<file path="src/rtl/loader_pkg.sv">
// Shared definitions for the program loaders.
//   state_t    : loader FSM encoding (S_IDLE .. S_ERR)
//   LEN_BYTES  : bytes in the little-endian length header
//   CSUM_W     : checksum accumulator width
package loader_pkg;
    typedef enum logic [2:0] {
        S_IDLE = 3'd0,
        S_LEN  = 3'd1,
        S_DATA = 3'd2,
        S_CSUM = 3'd3,
        S_DONE = 3'd4,
        S_ERR  = 3'd5
    } state_t;

    localparam int LEN_BYTES = 4;
    localparam int CSUM_W    = 8;
endpackage

</file>
<file path="src/rtl/loader_csum.sv">
// Running modulo-2**CSUM_W byte sum for a loader payload.
//   clk, rst    : clock, synchronous active-low reset
//   clear       : zero the sum (takes priority over add_en)
//   add_en      : add byte_in this cycle
//   byte_in     : payload byte
//   sum         : current sum
module loader_csum
    import loader_pkg::*;
(
    input  logic              clk,
    input  logic              rst,
    input  logic              clear,
    input  logic              add_en,
    input  logic [CSUM_W-1:0] byte_in,
    output logic [CSUM_W-1:0] sum
);
    always_ff @(posedge clk) begin
        if (!rst)        sum <= '0;
        else if (clear)  sum <= '0;
        else if (add_en) sum <= sum + byte_in;
    end
endmodule

</file>
<file path="src/rtl/instr_loader.sv">
// Byte-stream program loader feeding the instruction memory write port.
// Frame: 4-byte little-endian length, payload, 1-byte checksum (sum mod 256).
// Payload byte i goes to BASE_ADDR+i; the core is held in reset until a
// load completes with a matching checksum.
//   clk, rst            : clock, synchronous active-low reset
//   start               : begin a load (only from IDLE/DONE/ERR)
//   in_valid/in_data    : stream byte, consumed when in_valid & in_ready
//   in_ready            : high in LEN/DATA/CSUM
//   mem_we/addr/wdata   : one-cycle byte write, issued the cycle after accept
//   busy, done, err     : load in progress / verified / failed (sticky)
//   core_rst_n          : core reset, released only in DONE
//   bytes_wr            : payload bytes written in current/last load
module instr_loader
    import loader_pkg::*;
#(
    parameter int ADDR_W    = 20,
    parameter int BASE_ADDR = 0
) (
    input  logic              clk,
    input  logic              rst,
    input  logic              start,
    input  logic              in_valid,
    input  logic [7:0]        in_data,
    output logic              in_ready,
    output logic              mem_we,
    output logic [ADDR_W-1:0] mem_addr,
    output logic [7:0]        mem_wdata,
    output logic              busy,
    output logic              done,
    output logic              err,
    output logic              core_rst_n,
    output logic [ADDR_W:0]   bytes_wr
);
    // Largest payload that fits between BASE_ADDR and the top of memory,
    // so mem_addr can never wrap.
    localparam logic [32:0] LEN_MAX = (33'd1 << ADDR_W) - 33'(BASE_ADDR);

    state_t              state;
    logic [31:0]         len_q;
    logic [1:0]          len_idx;
    logic [31:0]         len_next;
    logic [CSUM_W-1:0]   csum;
    logic                accept;
    logic                start_ok;
    logic [ADDR_W:0]     bytes_nxt;

    assign accept    = in_valid & in_ready;
    assign start_ok  = start && (state == S_IDLE || state == S_DONE || state == S_ERR);
    assign bytes_nxt = bytes_wr + 1'b1;

    always_comb begin
        len_next = len_q;
        len_next[{len_idx, 3'b000} +: 8] = in_data;
    end

    loader_csum u_csum (
        .clk     (clk),
        .rst     (rst),
        .clear   (start_ok),
        .add_en  (accept && state == S_DATA),
        .byte_in (in_data),
        .sum     (csum)
    );

    always_ff @(posedge clk) begin
        if (!rst) begin
            state      <= S_IDLE;
            len_q      <= '0;
            len_idx    <= '0;
            in_ready   <= 1'b0;
            mem_we     <= 1'b0;
            mem_addr   <= '0;
            mem_wdata  <= '0;
            busy       <= 1'b0;
            done       <= 1'b0;
            err        <= 1'b0;
            core_rst_n <= 1'b0;
            bytes_wr   <= '0;
        end else begin
            mem_we <= 1'b0;
            case (state)
                S_IDLE, S_DONE, S_ERR: begin
                    if (start_ok) begin
                        state      <= S_LEN;
                        len_idx    <= '0;
                        len_q      <= '0;
                        done       <= 1'b0;
                        err        <= 1'b0;
                        bytes_wr   <= '0;
                        in_ready   <= 1'b1;
                        busy       <= 1'b1;
                        core_rst_n <= 1'b0;
                    end
                end
                S_LEN: begin
                    if (accept) begin
                        len_q   <= len_next;
                        len_idx <= len_idx + 2'd1;
                        if (len_idx == 2'(LEN_BYTES - 1)) begin
                            if ({1'b0, len_next} > LEN_MAX) begin
                                state    <= S_ERR;
                                err      <= 1'b1;
                                in_ready <= 1'b0;
                                busy     <= 1'b0;
                            end else if (len_next == 32'd0) begin
                                state <= S_CSUM;
                            end else begin
                                state <= S_DATA;
                            end
                        end
                    end
                end
                S_DATA: begin
                    if (accept) begin
                        mem_we    <= 1'b1;
                        mem_addr  <= ADDR_W'(BASE_ADDR) + bytes_wr[ADDR_W-1:0];
                        mem_wdata <= in_data;
                        bytes_wr  <= bytes_nxt;
                        if (64'(bytes_nxt) == 64'(len_q)) state <= S_CSUM;
                    end
                end
                S_CSUM: begin
                    if (accept) begin
                        in_ready <= 1'b0;
                        busy     <= 1'b0;
                        if (in_data == csum) begin
                            state      <= S_DONE;
                            done       <= 1'b1;
                            core_rst_n <= 1'b1;
                        end else begin
                            state <= S_ERR;
                            err   <= 1'b1;
                        end
                    end
                end
                default: begin
                    state    <= S_IDLE;
                    in_ready <= 1'b0;
                    busy     <= 1'b0;
                end
            endcase
        end
    end
endmodule

</file>
<file path="config.mk">
export PLATFORM = sky130hd
export DESIGN_NAME = instr_loader
export DESIGN_NICKNAME = d
export VERILOG_FILES = /design/src/rtl/loader_pkg.sv /design/src/rtl/loader_csum.sv /design/src/rtl/instr_loader.sv
export SDC_FILE = /design/constraint.sdc
export NUM_CORES = 1
export LEC_CHECK = 0
export ABC_CLOCK_PERIOD_IN_PS = 2700
export CORE_AREA = 2 2 120 122
export DETAILED_ROUTE_END_ITERATION = 12
export DIE_AREA = 0 0 122 124
export GPL_TIMING_DRIVEN = 0
export SETUP_SLACK_MARGIN = 0.4
export SLEW_MARGIN = 20
export SYNTH_ARGS = -nofsm -noshare
export SYNTH_HDL_FRONTEND = slang
export SYNTH_HIERARCHICAL = 1
export SYNTH_SLANG_ARGS = --single-unit
export TNS_END_PERCENT = 30
</file>
<file path="constraint.sdc">
create_clock -name clk -period 2.7 [get_ports clk]
set_clock_uncertainty 0.05 [all_clocks]
set_input_delay 0.405 -clock clk [delete_from_list [all_inputs] [get_ports clk]]
set_output_delay 0.405 -clock clk [all_outputs]
set_load 0.02 [all_outputs]
</file>
==> results.tsv, run 1 <==
stage	metric	value	unit
yosys	post-synthesis adder-cell area fraction	3.59	%
yosys	post-synthesis compound-gate area fraction	20.9	%
routing	Routed Antenna Nets	0	
placement	RePlAce Congestion	0.935	
clock_tree	worst-skew pair later-pin latency	0.36	ns
clock_tree	CTS Sinks	98	
critical_path	Worst path slowest cell	a2111oi_4	
placement	dpl hpwl	12.6	mm
routing	drc violations	0	
finish	multi-input gate area in the final layout	3420	um2
sta	RSZ-0062 raised after global routing	yes	
clock_tree	Root Buffer	clkbuf_16	
placement	dpl cells	942	
floorplan	Die Width	122	um
yosys	simple-gate share of the synthesized area	26.9	%
yosys	Post-Syn Area	5440	um2
finish	antenna cells	0	
min_path	HP Class	reg -> reg	
clock_tree	H-tree Lvls	3	
sta	worst-margin pin slew	0.742	ns
grt	total global routing overflow	0	
routing	DR pass1 iterations	5	
critical_path	R2R setup slack	0.23	ns
critical_path	CP peak stage delay	0.38	ns
flow_run	max-cap viol count	0	
clock_tree	Clock transition at path regs	0.07	ns
power_and_ir_drop	Max IR drop VDD	0.000297	V
sta	max-slew violation count	0	
yosys	Syn Inst Count	696	
routing	DR vias	5543	
sta	post-layout min period	2.47	ns
critical_path	nature of the critical path startpoint	flop	
floorplan	Core Footprint	13700	um2
clock_tree	CTS tree	yes	
critical_path	Bufs and invs on worst path	2	
yosys	mux contribution to synthesized area	1.59	%
grt	antenna violations before repair	0	
routing	Iter 0 DRT Violations	543	
routing	Routed WL per cell	17.9	um
critical_path	required time of the critical path	2.87	ns
yosys	YS warnings	6	
power_and_ir_drop	pwr/cell area	460	nW/um2
clock_tree	hold-fix buffers at CTS	0	
sta	fmax	0.405	GHz
sta	crit share post-route	91.4	%
critical_path	CP cell instances	buf_6 -> buf_4 -> and4_2 -> and4_4 -> nand3_4 -> xor2_2 -> a2111oi_4 -> nand4_1 -> nand2_1 -> a211oi_2	
finish	non-filler instance count after layout	975	
grt	number of global-route vias before repair	5299	
floorplan	I/O pins	67	
grt	first-pass GRT wire length	27.2	mm
finish	register area	2000	um2
floorplan	# rows	43	
finish	final net count	817	
placement	Post-DP Area	6450	um2
finish	commonest non-fill, non-tap cell in the layout	nand2_1	
yosys	post-synth top area cell	dfxtp_1	
yosys	largest family of logic cells by synthesized area	simple AND/OR/NAND/NOR gates	
sta	final hold slack	0.404	ns
yosys	#FFs+latches synth	98	
sta	Relative slew margins	50.5	%
finish	most frequent cells in the layout	91 x nand2_1, 82 x dfxtp_1, 81 x nor2_1, 69 x a21oi_1, 64 x clkdlybuf4s50_1	
finish	Area Overhead vs Synth	32.0	%
finish	layout cell share with drive strength beyond 1	16.6	%
critical_path	critical path type	reg -> reg	
sta	Hold Fails Final Rpt	0	
grt	Total GRT Usage	23.4	%
placement	# port buffers	66	
grt	largest net degree at the start of global routing	18	
clock_tree	Num CTS Buffers	9	
yosys	Post-Syn Nets	723	
yosys	ys async rst share	0	%
outcome	status	finished clean	
yosys	top post-synthesis cells by area	dfxtp_1 36%, nand2_1 6.5%, a21oi_1 6.4%	
yosys	sequential area share after synthesis	36.1	%
yosys	Post-synth top flop	dfxtp_1	
sta	Final setup viols	0	
critical_path	CP endpoint kind	flop	
critical_path	Top delay family on crit path	simple AND/OR/NAND/NOR gates	
floorplan	die height	124	um
power_and_ir_drop	leakage power	2.56	nW
routing	routed wire length	17.5	mm
finish	Final Cell Area	7180	um2
floorplan	Die ar.	15100	um2
yosys	Yosys top cell area share	36.1	%
clock_tree	clock buffer depth	2	
finish	# fillers	1311	
yosys	Netlist cell types	69	
yosys	Avg Cell Area, Syn	7.82	um2
yosys	xor/xnor share of the synthesized area	5.79	%
routing	vias per cell	5.69	
critical_path	Worst EP arrival	2.64	ns
critical_path	CP Max Fanout	7	
floorplan	Starting Density	39.7	%
yosys	Post-synth EDFFs	0	
area by class of cell:
class | count | area share, %
tap | 180 | 3.14
multi-input combinational | 534 | 47.6
timing repair buffer | 83 | 11.0
sequential | 98 | 27.9
inverter | 13 | 0.784
clock inverter | 7 | 1.39
buffer | 51 | 5.14
clock buffer | 9 | 3.14
flip-flops by register name, summed over array words and instances (netlist names):
name and cells:
core_rst_n 1, err 1, busy 1, mem_we 1, len_q 32, mem_wdata 8, len_idx 2, u_csum/sum 8
bytes_wr 21, state 3, mem_addr 20
power breakdown:
part / switching [mW] / internal [mW] / total, mW
Combinational: 0.269 / 0.139 / 0.408
Sequential: 0.0147 / 1.45 / 1.47
Clock: 0.606 / 0.823 / 1.43
Total: 0.889 / 2.41 / 3.30
routing by layer:
layer / track usage (%) / vias to the layer above / wire [um]
li1: - / 2666 / -
met1: 28.4 / 2634 / 7530
met2: 39.5 / 202 / 8190
met3: 5.59 / 41 / 1100
met4: 10.3 / 0 / 655
met5: 0 / - / 0
through the flow:
stage	setup TNS [ns]	power, mW	util (%)	worst slack [ns]
after CTS	0	3.31	51.3	0.116
after global placement	-8.53	1.86	47.0	-0.591
after global routing	0	3.43	52.4	0.142
after detailed placement	-8.20	1.86	47.0	-0.604
final	0	3.30	52.4	0.233
after floorplan	0	1.72	-	0.377
synth_stat cells, types with 4 or more instances:
cell,count
dfxtp_1,98
nand2_1,94
nor2_1,84
a21oi_1,70
clkbuf_1,35
o21ai_0,29
a22oi_1,26
xnor2_1,26
nand3_1,16
nor3_1,16
ha_1,14
inv_1,12
nand4_1,11
nor4_1,11
nand2b_1,10
nor2b_1,10
xor2_1,10
a31oi_1,9
buf_2,8
or3_1,8
a311oi_1,6
and3_1,6
mux2i_1,6
buf_4,5
o21ai_1,5
a211oi_1,4
and4_1,4
or4_1,4
logic make-up after synthesis:
family	count (synthesis)
buffers and inverters	64
muxes	8
adders and majority gates	15
DFF	98
AOI/OAI and AO/OA	179
and+or+nand+nor	296
xor gates and xnor gates	36
worst register-to-register path: stages (launching register included):
cell,delay (ns)
dfxtp_4,0.35
buf_6,0.10
buf_4,0.14
and4_2,0.31
and4_4,0.28
nand3_4,0.13
xor2_2,0.19
a2111oi_4,0.38
nand4_1,0.19
nand2_1,0.15
a211oi_2,0.07
path summary, 6_finish.rpt:
path,start,end,depth (start not counted)
max,bytes_wr[5],state[0],10
min,mem_addr[12],mem_addr[12],2
max reg2reg,bytes_wr[5],state[0],10
min reg2reg,mem_addr[12],mem_addr[12],2
repair_timing:
item,4_1_cts,5_1_grt
pin swaps,15,10
gates resized for setup,39,54
gates cloned,0,0
endpoints found under the setup margin,63,78
buffers inserted,16,1
Power figures use the tool's default switching activity.
==> inputs of run 2 (changes only) <==
CORE_AREA = 10 10 128 130   (was 2 2 120 122)
DIE_AREA = 0 0 138 140   (was 0 0 122 124)
GPL_ROUTABILITY_DRIVEN = 1   (was default)
==> run 2 against run 1 <==
- die area is 28% higher
- register-to-register slack better by 0.03 ns
- sequential share of layout area is 0.48 points lower
- power is 1.9% lower
- global-route usage is 4.9 points lower
- maximum frequency is 1.3% higher
- sequential power hardly changed
- combinational power is 2% higher
- final cell count is 1.4% higher
- via count is 1.7% higher
- first-iteration DRC count is 8.3% higher
==> results.tsv, run 2 (same netlist as run 1, synthesis figures left out) <==
stage	metric	value	unit	change
power_and_ir_drop	pwr/cell area	442	nW/um2	-3.8%
flow_run	max-cap viol count	0		unchanged
floorplan	I/O pins	67		unchanged
clock_tree	CTS Sinks	98		unchanged
min_path	HP Class	reg -> reg		
sta	crit share post-route	90.2	%	-1.2 points
routing	drc violations	0		unchanged
critical_path	Worst path slowest cell	or4_4		
critical_path	CP peak stage delay	0.59	ns	+0.21 ns
floorplan	# rows	43		unchanged
floorplan	Starting Density	39.5	%	-0.15 points
grt	first-pass GRT wire length	29.3	mm	+7.7%
floorplan	Core Footprint	13800	um2	+0.39%
routing	Iter 0 DRT Violations	588		+8.3%
sta	Final setup viols	0		unchanged
placement	# port buffers	66		unchanged
finish	final net count	831		+1.7%
sta	fmax	0.411	GHz	+1.3%
critical_path	Worst EP arrival	2.67	ns	+0.03 ns
routing	DR pass1 iterations	5		unchanged
floorplan	die height	140	um	+13%
critical_path	CP Max Fanout	3		-4
grt	met3 usage	4.06	%	-1.5 points
routing	vias per cell	5.70		+0.22%
finish	Final Cell Area	7330	um2	+2.0%
critical_path	required time of the critical path	2.93	ns	+0.06 ns
grt	number of global-route vias before repair	5412		+2.1%
outcome	status	finished clean		
clock_tree	Root Buffer	clkbuf_16		
finish	Most flops, register	len_q		
grt	M2 GR Usage	29.5	%	-9.9 points
sta	post-layout min period	2.43	ns	-0.0324 ns
clock_tree	Num CTS Buffers	9		unchanged
routing	Routed WL per cell	18.7	um	+4.5%
critical_path	CP endpoint kind	flop		
grt	Total GRT Usage	18.5	%	-4.9 points
finish	layout cell share with drive strength beyond 1	18.9	%	+2.3 points
placement	RePlAce Congestion	0.961		+2.8%
power_and_ir_drop	leakage power	2.64	nW	+3.3%
routing	Routed Antenna Nets	0		unchanged
routing	DR vias	5635		+1.7%
sta	max-slew violation count	0		unchanged
grt	total global routing overflow	0		unchanged
power_and_ir_drop	Max IR drop VDD	0.000266	V	-10%
sta	RSZ-0062 raised after global routing	yes		
sta	Hold Fails Final Rpt	0		unchanged
grt	busiest grt layer	met2		
placement	Post-DP Area	6450	um2	unchanged
critical_path	critical path type	reg -> reg		
floorplan	Die ar.	19300	um2	+28%
sta	worst-margin pin slew	0.749	ns	+0.00643 ns
critical_path	nature of the critical path startpoint	flop		
finish	most frequent cells in the layout	90 x nand2_1, 82 x nor2_1, 80 x dfxtp_1, 68 x a21oi_1, 65 x clkdlybuf4s50_1		
clock_tree	Clock transition at path regs	0.07	ns	about the same
clock_tree	H-tree Lvls	3		unchanged
finish	max reg flops	32		unchanged
placement	dpl hpwl	13.5	mm	+6.8%
finish	biggest regs	len_q (32), bytes_wr (21), mem_addr (20)		
sta	Relative slew margins	50.1	%	-0.43 points
floorplan	Die Width	138	um	+13%
clock_tree	worst-skew pair later-pin latency	0.36	ns	about the same
grt	antenna violations before repair	0		unchanged
finish	Area Overhead vs Synth	34.7	%	
critical_path	CP cell instances	buf_6 -> nand4_4 -> or4_4 -> nor4b_4 -> o22ai_2 -> nor4_4 -> and4_4 -> o21ai_1 -> a21oi_1		
clock_tree	hold-fix buffers at CTS	0		unchanged
power_and_ir_drop	Final Power	3.24	mW	-1.9%
clock_tree	CTS tree	yes		
routing	routed wire length	18.5	mm	+6.0%
clock_tree	clock buffer depth	2		unchanged
grt	met1 Resource Use GR	22.3	%	-6.1 points
grt	largest net degree at the start of global routing	18		unchanged
finish	fin util	53.2	%	+0.85 points
finish	antenna cells	0		unchanged
finish	commonest non-fill, non-tap cell in the layout	nand2_1		
-- run 2: changes by cell type in the layout (fill, tap and decap cells not counted), sizes merged, moves of 2 or more --
| cell | change |
|---|---|
| buf | +20 |
| clkbuf | -4 |
| clkinv | -2 |
| clkinvlp | +2 |
-- run 2: per-layer routing --
| layer | vias up | share of wire, % |
|---|---|---|
| met5 | - | 0 |
| met2 | 211 | 47 |
| met1 | 2670 | 43 |
| met3 | 56 | 5.8 |
| met4 | 0 | 4.7 |
| li1 | 2698 | - |
-- run 2: final timing paths --
| check | slack (ns) | depth (start not counted) | to | from |
|---|---|---|---|---|
| worst max-delay path | 0.27 | 9 | state[2] | bytes_wr[5] |
| worst min-delay path | 0.40 | 2 | mem_addr[14] | mem_addr[14] |
| worst max register to register | 0.27 | 9 | state[2] | bytes_wr[5] |
| worst min register to register | 0.40 | 2 | mem_addr[14] | mem_addr[14] |
-- run 2: what timing repair did --
action,CTS,global route
endpoints found under the setup margin,66,69
pin swaps,17,13
resized for setup,56,56
setup buffers,26,5
-- run 2: area by class of cell --
cell class / count / area (um2)
Clock buffer: 11 / 243
Buffer: 51 / 380
Multi-Input combinational cell: 534 / 3450
Inverter: 13 / 57.6
Tap cell: 180 / 225
Sequential cell: 98 / 2010
Clock inverter: 5 / 61.3
Timing Repair Buffer: 97 / 908
Fill cell: 1316 / 6440
-- run 2: per-stage QoR --
| stage | setup TNS, ns | instances | hold WS, ns | setup slack (ns) |
|---|---|---|---|---|
| after floorplan | 0 | 696 | 0.408 | 0.377 |
| after global placement | -7.46 | 942 | 0.390 | -0.589 |
| after detailed placement | -7.45 | 942 | 0.397 | -0.577 |
| after CTS | 0 | 984 | 0.407 | 0.202 |
| after global routing | 0 | 989 | 0.421 | 0.200 |
| final | 0 | 989 | 0.404 | 0.265 |
-- run 2: where the power goes --
group	switching, mW	total [mW]	internal, mW
registers	0.0166	1.47	1.45
clock network	0.603	1.36	0.752
logic	0.272	0.418	0.146
total	0.891	3.24	2.35
-- run 2: worst max-delay path: cells and delay by family, from the launching register on --
| family | cells | cell delay, ns |
|---|---|---|
| simple gates | 5 | 1.55 |
| flops | 1 | 0.35 |
| compound gates | 3 | 0.31 |
| buf+inv | 1 | 0.10 |
